[config.mk]
export PLATFORM = sky130hd
export DESIGN_NAME = fetch_sequencer_flat
export DESIGN_NICKNAME = d
export VERILOG_FILES = /design/src/rtl/fetch_sequencer_if.sv /design/src/rtl/fetch_sequencer.sv /design/src/flat_wrapper.sv
export SDC_FILE = /design/constraint.sdc
export NUM_CORES = 1
export LEC_CHECK = 0
export CAP_MARGIN = 5
export CORE_UTILIZATION = 60
export CTS_CLUSTER_DIAMETER = 50
export DETAILED_ROUTE_END_ITERATION = 8
export DONT_BUFFER_PORTS = 1
export GPL_TIMING_DRIVEN = 1
export PLACE_DENSITY = 0.76
export SLEW_MARGIN = 40
export SYNTH_ARGS = -nofsm -noshare
export SYNTH_HDL_FRONTEND = slang
export SYNTH_SLANG_ARGS = --single-unit
[constraint.sdc]
create_clock -name clk -period 8.2 [get_ports clk]
set_input_delay 1.64 -clock clk [delete_from_list [all_inputs] [get_ports clk]]
set_output_delay 1.64 -clock clk [all_outputs]
set_load 0.1 [all_outputs]
[src/rtl/fetch_sequencer_if.sv]
// Fetch-side bus of the LC-3b fetch sequencer: I-cache request/response
// channel plus the instruction-register load channel toward decode.
interface fetch_sequencer_if;
    // Handshakes: imem_read is held high with imem_address stable until the
    // cycle imem_resp=1, which is the single cycle imem_rdata is valid.
    // ir_load is a one-cycle strobe raised only while ir_ready=1; ir_data and
    // ir_pc are meaningful only in that cycle.
    logic        imem_read;
    logic [15:0] imem_address;
    logic        imem_resp;
    logic [15:0] imem_rdata;
    logic        ir_ready;
    logic        ir_load;
    logic [15:0] ir_data;
    logic [15:0] ir_pc;

    modport master (
        output imem_read,
        output imem_address,
        input  imem_resp,
        input  imem_rdata,
        input  ir_ready,
        output ir_load,
        output ir_data,
        output ir_pc
    );

    modport slave (
        input  imem_read,
        input  imem_address,
        output imem_resp,
        output imem_rdata,
        output ir_ready,
        input  ir_load,
        input  ir_data,
        input  ir_pc
    );
endinterface

[src/rtl/fetch_sequencer.sv]
// LC-3b instruction fetch sequencer: issues I-cache reads at the fetch PC,
// hands each word to IR with its PC+2, and handles redirects and timeouts.
module fetch_sequencer #(
    parameter logic [15:0] RESET_PC       = 16'h0000,
    parameter int unsigned TIMEOUT_CYCLES = 255
) (
    input  logic              clk,
    input  logic              reset_n,
    input  logic              enable,
    input  logic              redirect,
    input  logic [15:0]       redirect_pc,
    fetch_sequencer_if.master bus,
    output logic [15:0]       insn_count,
    output logic              timeout_err,
    output logic [1:0]        dbg_state
);

    localparam logic [1:0] ST_IDLE    = 2'd0;
    localparam logic [1:0] ST_FETCH   = 2'd1;
    localparam logic [1:0] ST_DISCARD = 2'd2;
    localparam logic [1:0] ST_HOLD    = 2'd3;

    localparam logic [15:0] RESET_ADDR    = RESET_PC & 16'hFFFE;
    localparam logic [15:0] TIMEOUT_LIMIT = 16'(TIMEOUT_CYCLES);

    logic [1:0]  state_q, state_d;
    logic [15:0] pc_q, pc_d;
    logic [15:0] target_q, target_d;
    logic [15:0] buf_q, buf_d;
    logic [15:0] ir_data_q, ir_data_d;
    logic [15:0] ir_pc_q, ir_pc_d;
    logic [15:0] count_q, count_d;
    logic [15:0] wait_q, wait_d;
    logic        err_q, err_d;

    logic [15:0] pc_plus2;
    logic [15:0] redir_addr;
    logic [1:0]  after_done;
    logic        load;
    logic [15:0] out_data;
    logic [15:0] out_pc;
    logic        waiting;
    logic        entering;

    assign pc_plus2   = pc_q + 16'd2;
    assign redir_addr = redirect_pc & 16'hFFFE;
    assign after_done = enable ? ST_FETCH : ST_IDLE;

    always_comb begin
        state_d   = state_q;
        pc_d      = pc_q;
        target_d  = target_q;
        buf_d     = buf_q;
        ir_data_d = ir_data_q;
        ir_pc_d   = ir_pc_q;
        load      = 1'b0;
        out_data  = ir_data_q;
        out_pc    = ir_pc_q;

        case (state_q)
            ST_IDLE: begin
                if (redirect) pc_d = redir_addr;
                if (enable) state_d = ST_FETCH;
            end
            ST_FETCH: begin
                if (bus.imem_resp) begin
                    if (redirect) begin
                        pc_d    = redir_addr;
                        state_d = after_done;
                    end else if (bus.ir_ready) begin
                        // Bypass: IR takes the word straight off the response.
                        load     = 1'b1;
                        out_data = bus.imem_rdata;
                        out_pc   = pc_plus2;
                        pc_d     = pc_plus2;
                        state_d  = after_done;
                    end else begin
                        buf_d   = bus.imem_rdata;
                        pc_d    = pc_plus2;
                        state_d = ST_HOLD;
                    end
                end else if (redirect) begin
                    // The outstanding read cannot be withdrawn; park the target.
                    target_d = redir_addr;
                    state_d  = ST_DISCARD;
                end
            end
            ST_DISCARD: begin
                if (bus.imem_resp) begin
                    pc_d    = redirect ? redir_addr : target_q;
                    state_d = after_done;
                end else if (redirect) begin
                    target_d = redir_addr;
                end
            end
            ST_HOLD: begin
                // pc_q already points past the buffered word.
                out_data = buf_q;
                out_pc   = pc_q;
                if (redirect) begin
                    pc_d    = redir_addr;
                    state_d = after_done;
                end else if (bus.ir_ready) begin
                    load    = 1'b1;
                    state_d = after_done;
                end
            end
            default: state_d = ST_IDLE;
        endcase

        if (load) begin
            ir_data_d = out_data;
            ir_pc_d   = out_pc;
        end
        count_d = count_q + {15'd0, load};

        waiting  = ((state_q == ST_FETCH) || (state_q == ST_DISCARD)) && !bus.imem_resp;
        entering = ((state_d == ST_FETCH) || (state_d == ST_DISCARD)) &&
                   ((state_d != state_q) || bus.imem_resp);
        if (entering) begin
            wait_d = 16'd0;
        end else if (waiting && (wait_q != TIMEOUT_LIMIT)) begin
            wait_d = wait_q + 16'd1;
        end else begin
            wait_d = wait_q;
        end
        err_d = err_q | (waiting && !entering && (wait_d == TIMEOUT_LIMIT));
    end

    always_ff @(posedge clk or negedge reset_n) begin
        if (!reset_n) begin
            state_q   <= ST_IDLE;
            pc_q      <= RESET_ADDR;
            target_q  <= RESET_ADDR;
            buf_q     <= 16'd0;
            ir_data_q <= 16'd0;
            ir_pc_q   <= 16'd0;
            count_q   <= 16'd0;
            wait_q    <= 16'd0;
            err_q     <= 1'b0;
        end else begin
            state_q   <= state_d;
            pc_q      <= pc_d;
            target_q  <= target_d;
            buf_q     <= buf_d;
            ir_data_q <= ir_data_d;
            ir_pc_q   <= ir_pc_d;
            count_q   <= count_d;
            wait_q    <= wait_d;
            err_q     <= err_d;
        end
    end

    assign bus.imem_read    = (state_q == ST_FETCH) || (state_q == ST_DISCARD);
    assign bus.imem_address = pc_q;
    assign bus.ir_load      = load;
    assign bus.ir_data      = out_data;
    assign bus.ir_pc        = out_pc;
    assign insn_count       = count_q;
    assign timeout_err      = err_q;
    assign dbg_state        = state_q;

endmodule

[src/flat_wrapper.sv]
// flat-port wrapper written by rule: the top's interface ports become plain ports
module fetch_sequencer_flat 
#(
    parameter logic [15:0] RESET_PC       = 16'h0000,
    parameter int unsigned TIMEOUT_CYCLES = 255
)
  (clk, reset_n, enable, redirect, redirect_pc, insn_count, timeout_err, dbg_state, bus_imem_read, bus_imem_address, bus_imem_resp, bus_imem_rdata, bus_ir_ready, bus_ir_load, bus_ir_data, bus_ir_pc);
  fetch_sequencer_if bus_i ();
  input  logic clk;
  input  logic reset_n;
  input  logic enable;
  input  logic redirect;
  input  logic [15:0] redirect_pc;
  output logic [15:0] insn_count;
  output logic timeout_err;
  output logic [1:0] dbg_state;
  output wire logic [$bits(bus_i.imem_read)-1:0] bus_imem_read;
  output wire logic [$bits(bus_i.imem_address)-1:0] bus_imem_address;
  input wire logic [$bits(bus_i.imem_resp)-1:0] bus_imem_resp;
  input wire logic [$bits(bus_i.imem_rdata)-1:0] bus_imem_rdata;
  input wire logic [$bits(bus_i.ir_ready)-1:0] bus_ir_ready;
  output wire logic [$bits(bus_i.ir_load)-1:0] bus_ir_load;
  output wire logic [$bits(bus_i.ir_data)-1:0] bus_ir_data;
  output wire logic [$bits(bus_i.ir_pc)-1:0] bus_ir_pc;
  assign bus_imem_read = bus_i.imem_read;
  assign bus_imem_address = bus_i.imem_address;
  assign bus_i.imem_resp = bus_imem_resp;
  assign bus_i.imem_rdata = bus_imem_rdata;
  assign bus_i.ir_ready = bus_ir_ready;
  assign bus_ir_load = bus_i.ir_load;
  assign bus_ir_data = bus_i.ir_data;
  assign bus_ir_pc = bus_i.ir_pc;
  fetch_sequencer #(.RESET_PC(RESET_PC), .TIMEOUT_CYCLES(TIMEOUT_CYCLES)) u_core (.clk(clk), .reset_n(reset_n), .enable(enable), .redirect(redirect), .redirect_pc(redirect_pc), .bus(bus_i), .insn_count(insn_count), .timeout_err(timeout_err), .dbg_state(dbg_state));
endmodule
Word-level counts from Yosys, hierarchy flattened
Cells that the tools add are included.
Cells by class
  reductions and logical operators: 16
  muxes and demuxes: 30
  $add $sub $neg: 3
  bitwise operators: 4
  equality and inequality tests: 11
Operator list (count)
  $mux 16: 13
  $pmux 16 s2: 2
  $pmux 16 s3: 1
  $add 16x1->16: 1
  $add 16x1->16 const B: 1
  $add 16x2->16 const B: 1
  $eq 16x8->1 const B: 1
  $mux 2: 8
  $ne 16x8->1 const B: 1
  $pmux 2 s4: 1
  $eq 2x2->1 const B: 3
  $logic_and 1x1->1: 5
  $eq 2x1->1 const B: 2
  $mux 1: 4
  $ne 2x2->1 const B: 2
  $reduce_and 4->1: 1
  $reduce_or 2->1: 2
  $logic_or 1x1->1: 3
  $not 1->1: 3
  $reduce_and 3->1: 1
  $logic_not 1->1: 2
  $logic_not 2->1: 1
  $ne 2x1->1 const B: 1
  $ne 2x2->1: 1
  other kinds (3): 3
Word-level totals
  register bits after elaboration: 115
  input bits: 38
  word-level logic and storage cells: 73

Longest topological paths before layout
Gate-level depths: netlist of run 1.
  depth in word-level cells: 12
  depth in mapped cells: 14
  depth with buffers taken out: 10

Worst setup path after synthesis of run 1
No wires, ideal clock.
  path type: input-to-output
  from: in redirect
  to: out bus_ir_pc[3]
  arrival time: 4.777 ns
  stages on the path: 6
  buffers on the path: 3
  required time: 6.560 ns
  path slack: 1.783 ns
  path through: buf_2 -> and4b_1 -> clkbuf_1 -> clkbuf_1 -> a21oi_1 -> o21ai_0
On the way
  word-level cells in the longest chain between the ends: 3
Ends and longest elaborated chain
  start, declared: line flat_wrapper.sv:12  | input logic redirect;
  $mux 16: line fetch_sequencer.sv:67  | if (redirect) begin
  $mux 16: line fetch_sequencer.sv:66  | if (bus.imem_resp) begin
  $pmux 16 s2: line fetch_sequencer.sv:60  | case (state_q)
  end, declared: line flat_wrapper.sv:24  | output wire logic [$bits(bus_i.ir_pc)-1:0] bus_ir_pc;
No other way between the ends.

Final worst setup path of run 1
  from: reg u_core.state_q[1], in the netlist u_core.dbg_state[1]
  to: out bus_ir_pc[15]
On the way
  word-level cells in the longest chain between the ends: 2
Ends and longest elaborated chain
  start, declared: line fetch_sequencer.sv:26  | logic [1:0] state_q, state_d;
  start signal, assigned: line fetch_sequencer.sv:142  | state_q <= state_d;
  $eq 2x2->1 / $eq 2x1->1 (equally long branches): line fetch_sequencer.sv:60
  $pmux 16 s2 *: line fetch_sequencer.sv:60
Mark *: on every way between the ends. The rest lies on a longest branch, timed or not.

==> out/metrics.cfg, run 1 <==
[run_status]
outcome = complete, no violations

[logic_synthesis]
yosys_warnings = 0
yosys.area.top_type = dfrtp_1
netlist_top_cells_area = dfrtp_1, mux2_2, nor2_1, a222oi_1, nand2_1
synth_area_per_cell_sq_um = 10.0
syn_area_sq_um = 6290
synth_edf_count = 0
postSynthCellCount = 629
ys_async_sr_fraction_pct = 100
synth_cell_types = 67
synth_top_area_share_pct = 45.7
seq_area_frac_synth_pct = 45.7
synth_common_cells = dfrtp_1, nor2_1, nand2_1
synthMostInstantiatedCell = dfrtp_1
synthesis.nets = 676
ys_seq_elements = 115
synth_flop_cell = dfrtp_1

[clock_tree]
cts_buffers = 17
ctsResizeCount = 0
clock_latency_ns = 0.53
cts_root_buf = clkbuf_8
clockBufferDepth = 2
htreeDepth = 4
cts_tree = yes
cts.sinks = 115
cts_hold_buf = 0
clk_pin_slew_ns = 0.05
post_cts_buffers = 0

[timing]
max_slew_margin_pct = 41.2
final_max_slew_viol_count = 0
setup_slack_ns = 2.83
fmax_mhz = 186
clock_skew_ns = 0.00768
min_period_ns = 5.37
setup_viol = 0
finalCritPeriodShare_pct = 65.5
hold_viol_final = 0
worst_pin_slew_ns = 0.880
grt_setup_unrepaired = no
finalSetupTns_ns = 0

[floorplan]
die-area_sq_um = 10900
core-area_sq_um = 10200
initial_utilization_pct = 61.5
die_width_um = 104
rows = 37
io_pins = 107
fp.dieH_um = 104

[grt]
grt_pass1_wl_um = 25700
grt_pass1_vias = 5161
grt_max_degree = 116
globalRouteTotalUtil_pct = 30.0
antenna_found_initial = 0
gr-total-overflow = 0

[critical_path]
cp_data_arrival_time_ns = 3.73
path_max_fanout = 33
cp_slowest_cell = dfrtp_2
critPathRequiredTime_ns = 6.56
endpoint_kind = output pin
critPathMostFrequentCell = buf_4
cp-start-kind = register
max_stage_delay_ns = 0.74
crit_type = reg -> out
reg2reg_slack_ns = 4.56
cp_cell_sequence = inv_1, ha_1, buf_4, and4b_1, buf_4, a21oi_2, buf_4, a222oi_1, inv_1

[place]
post-dp-hpwl_um = 10200
gp_congestion = 0.860
place_ws_ns = 3.13
numPortBuffers = 0

[final_layout]
final_core_util_pct = 69.0
antenna_cells = 0
layout-drive-gt1-share_pct = 23.7
area_growth_pct = 12.2
nNetsFinal = 671
n_fill_cell = 767

[worst_hold_path]
hp-class = reg -> reg

[route]
vias = 4965
drc = 0
first_pass_iters = 5
wl_per_cell_um = 19.8
drt_iter0_drc = 415
drt_wl_total_um = 15300
viasPerCell = 6.42
drt.antenna.violating_nets = 0

[flow_run]
cap_viol_max_count = 0

## sequential cells by signal, indices dropped and copies added, names as in the netlist
register / count
u_core.dbg_state: 2
u_core.ir_data_q: 16
u_core.bus.imem_address: 16
u_core.wait_q: 16
u_core.target_q: 16
u_core.buf_q: 16
u_core.ir_pc_q: 16
u_core.insn_count: 16
u_core.timeout_err: 1
## cells by family after synthesis
| kind of cell | Yosys count | share of synthesized area, % |
|---|---|---|
| DFF | 115 | 45.7 |
| AOI/OAI and AO/OA | 147 | 16.9 |
| and+or+nand+nor | 197 | 15.6 |
| adders and majority gates | 9 | 1.79 |
| buffers and inverters | 68 | 5.01 |
| muxes | 52 | 9.26 |
| xor gates and xnor gates | 41 | 5.71 |
## through the flow
stage | instance area (sq um) | hold slack, ns | cells
finish | 7060 | 0.495 | 773
global route | 7060 | 0.521 | 773
CTS | 7050 | 0.493 | 772
detailed placement | 6490 | 0.476 | 740
global placement | 6390 | 0.465 | 739
floorplan | 6290 | 0.451 | 629
## critical path, delay by kind of cell, from the launching register on
kind / cells / cell delay [ns]
AO/OA/AOI/OAI: 2 / 0.31
adder cells (fa/ha/maj): 1 / 0.23
buffers and inverters: 5 / 1.66
flip-flops: 1 / 0.74
AND/OR/NAND/NOR: 1 / 0.25
## final cells by class
type	instances	area, sq um	area share [%]
sequential	115	2920	41.3
inverter	30	113	1.59
clock buffer	21	459	6.50
multi-input combinational	446	3170	44.9
clock inverter	11	103	1.45
timing repair buffer	14	130	1.84
tap	136	170	2.41
## path summary, 6_finish.rpt
check / startpoint / to / depth (start not counted)
setup / recovery: u_core.dbg_state[1] / bus_ir_pc[15] / 9
hold / removal: u_core.target_q[0] / u_core.target_q[0] / 1
setup reg to reg: u_core.dbg_state[1] / u_core.insn_count[12] / 12
hold reg to reg: u_core.target_q[0] / u_core.target_q[0] / 1
max in group asynchronous: reset_n / u_core.insn_count[13] / 0
min in group asynchronous: reset_n / u_core.bus.imem_address[8] / 0
## layout by cell type, fill, tap and decap left out, types with 6 or more instances in the layout
master     netlist  final
dfrtp_1        115     85
nor2_1          61     61
nand2_1         50     48
mux2_2          43     43
a21oi_1         37     36
dfrtp_2          0     30
inv_1           29     29
xnor2_1         21     21
xor2_1          20     20
a222oi_1        20     20
o21ai_0         19     17
clkbuf_16        0     17
nand3_1         16     16
nand4_1         13     13
buf_4            3     11
a211oi_1        10     10
and3_1           9      9
and2_1           8      8
a221oi_1         8      8
ha_1             9      8
a221o_2          0      7
a21o_1           7      7
nor3_1           7      7
mux2i_1          7      7
nand2b_1         6      6
## metal layers
layer	global-route usage (%)	up-vias	share of wire, %
met5	0	-	0
met4	13.6	0	2.7
met3	10.8	43	7.8
met2	49.4	189	50
met1	35.2	2454	39
li1	-	2279	-
Power of run 1 is not shown: default switching activity piles up to over one toggle a cycle in this logic, so the estimate is an artifact.
==> inputs of run 2 (changes only) <==
--- a/config.mk
+++ b/config.mk
@@ -6,7 +6,7 @@
 export NUM_CORES = 1
 export LEC_CHECK = 0
 export CAP_MARGIN = 5
-export CORE_UTILIZATION = 60
+export CORE_UTILIZATION = 58
 export CTS_CLUSTER_DIAMETER = 50
 export DETAILED_ROUTE_END_ITERATION = 8
 export DONT_BUFFER_PORTS = 1
==> constraint.sdc (replaced) <==
create_clock -name clk -period 4.8 [get_ports clk]
set_input_delay 0.96 -clock clk [delete_from_list [all_inputs] [get_ports clk]]
set_output_delay 0.96 -clock clk [all_outputs]
set_load 0.1 [all_outputs]
==> out/metrics.cfg, run 2 (synthesis gave the netlist of run 1 again) <==
[place]
numPortBuffers = 0  ; unchanged
place_area_sq_um = 7020  ; +8.1%
gp_congestion = 0.869  ; +1.0%
post-dp-hpwl_um = 10500  ; +3.6%

[final_layout]
nNetsFinal = 711  ; +6.0%
final_common_cell = dfrtp_1
layout-drive-gt1-share_pct = 25.7  ; +2.0 points
final_cell_area_sq_um = 7640  ; +8.2%
area_growth_pct = 21.4
antenna_cells = 0  ; unchanged
final_cell_mix = dfrtp_1, nor2_1, nand2_1

[route]
wl_per_cell_um = 19.7  ; -0.67%
first_pass_iters = 9  ; +4
drc = 2  ; +2
drt_wl_total_um = 16000  ; +4.5%
viasPerCell = 6.32  ; -1.6%
drt.antenna.violating_nets = 0  ; unchanged
drt_iter0_drc = 421  ; +1.4%
vias = 5138  ; +3.5%

[clock_tree]
cts_hold_buf = 0  ; unchanged
ctsResizeCount = 0  ; unchanged
cts.sinks = 115  ; unchanged
clock_latency_ns = 0.52  ; about the same
clk_pin_slew_ns = 0.06  ; about the same
post_cts_buffers = 0  ; unchanged
cts_buffers = 17  ; unchanged
htreeDepth = 4  ; unchanged
cts_root_buf = clkbuf_8
cts_tree = yes
clockBufferDepth = 2  ; unchanged

[floorplan]
die-area_sq_um = 11300  ; +3.4%
initial_utilization_pct = 60.4  ; -1.1 points
io_pins = 107  ; unchanged
rows = 37  ; unchanged
core-area_sq_um = 10400  ; +1.8%
die_width_um = 106  ; +1.7%
fp.dieH_um = 106  ; +1.7%

[timing]
finalSetupTns_ns = 0  ; unchanged
max_slew_margin_pct = 50.2  ; +9.0 points
clock_skew_ns = 0.0107  ; +0.00301 ns
hold_viol_final = 0  ; unchanged
grt_setup_unrepaired = no
fmax_mhz = 249
final_max_slew_viol_count = 0  ; unchanged
finalCritPeriodShare_pct = 83.7
worst_pin_slew_ns = 0.746  ; -0.134 ns
setup_viol = 0  ; unchanged
min_period_ns = 4.02

[grt]
antenna_found_initial = 0  ; unchanged
grt_pass1_vias = 5277  ; +2.2%
grt_max_degree = 116  ; unchanged
gr-total-overflow = 0  ; unchanged
globalRouteTotalUtil_pct = 29.6  ; -0.42 points
grt_pass1_wl_um = 25800  ; +0.59%

[critical_path]
critPathRequiredTime_ns = 3.84  ; -2.72 ns
path_max_fanout = 18  ; -45%
startpoint = u_core.dbg_state[1]
critPathMostFrequentCell = buf_4
crit_type = reg -> out
cp_data_arrival_time_ns = 3.06  ; -0.67 ns
reg2reg_slack_ns = 1.17  ; -3.39 ns
endpoint_kind = output pin
cp_cell_sequence = inv_1, ha_1, and4b_1, buf_4, buf_4, o21ai_0, nand2_2
cp-start-kind = register
cp_slowest_cell = and4b_1
r2r-start = u_core.dbg_state[0]
max_stage_delay_ns = 0.48  ; -0.26 ns

[run_status]
violations = design-rule violations
outcome = finished with violations

[worst_hold_path]
hp-class = in -> async

[flow_run]
cap_viol_max_count = 0  ; unchanged

-- run 2: cell count changes in the layout (fill, tap and decap cells not counted), moves of 3 or more --
| cell | change |
|---|---|
| buf_12 | +21 |
| buf_4 | +21 |
| dfrtp_1 | +12 |
| dfrtp_2 | -12 |
| bufinv_16 | +3 |
-- run 2: layout make-up --
type	instances	area, sq um
flip-flops and latches	115	2900
fillers	730	2770
clock inverters	12	180
multi-input cells	446	3160
inverters	30	113
repair buffers	54	686
clock buffers	20	435
well taps	136	170
-- run 2: worst paths after layout --
kind | end | cells after the start
max | bus_ir_pc[0] | 7
min | u_core.wait_q[7] | 0
max reg2reg | u_core.insn_count[12] | 12
min reg2reg | u_core.target_q[7] | 2
max in group asynchronous | u_core.bus.imem_address[15] | 0
min in group clk | u_core.target_q[7] | 2
-- run 2: worst max-delay path: cells and delay by family (launching register included) --
kind,cells,cell delay [ns]
simple gates,2,0.92
fa+ha+maj,1,0.45
flops,1,0.38
compound gates,1,0.14
buf+inv,3,0.64
-- run 2: metrics by stage --
| step | util [%] | worst slack [ns] | hold slack, ns | instances |
|---|---|---|---|---|
| finish | 73.4 | 0.783 | 0.132 | 813 |
| CTS | 73.3 | 0.793 | 0.113 | 813 |
| detailed placement | 67.4 | 1.20 | 0.476 | 781 |
| global route | 73.4 | 0.548 | 0.103 | 813 |
| global placement | 66.9 | 0.944 | 0.468 | 781 |
| floorplan | - | 0.213 | 0.451 | 629 |
-- run 2: metal layers --
layer  track usage [%]  up-vias  part of all wire, %
met5                 0        -                    0
met4              13.8        0                  2.8
met3              9.50       34                  7.2
met2              48.7      185                   51
met1              35.2     2557                   39
li1                  -     2362                    -
Power of run 2 is left out for the same reason.
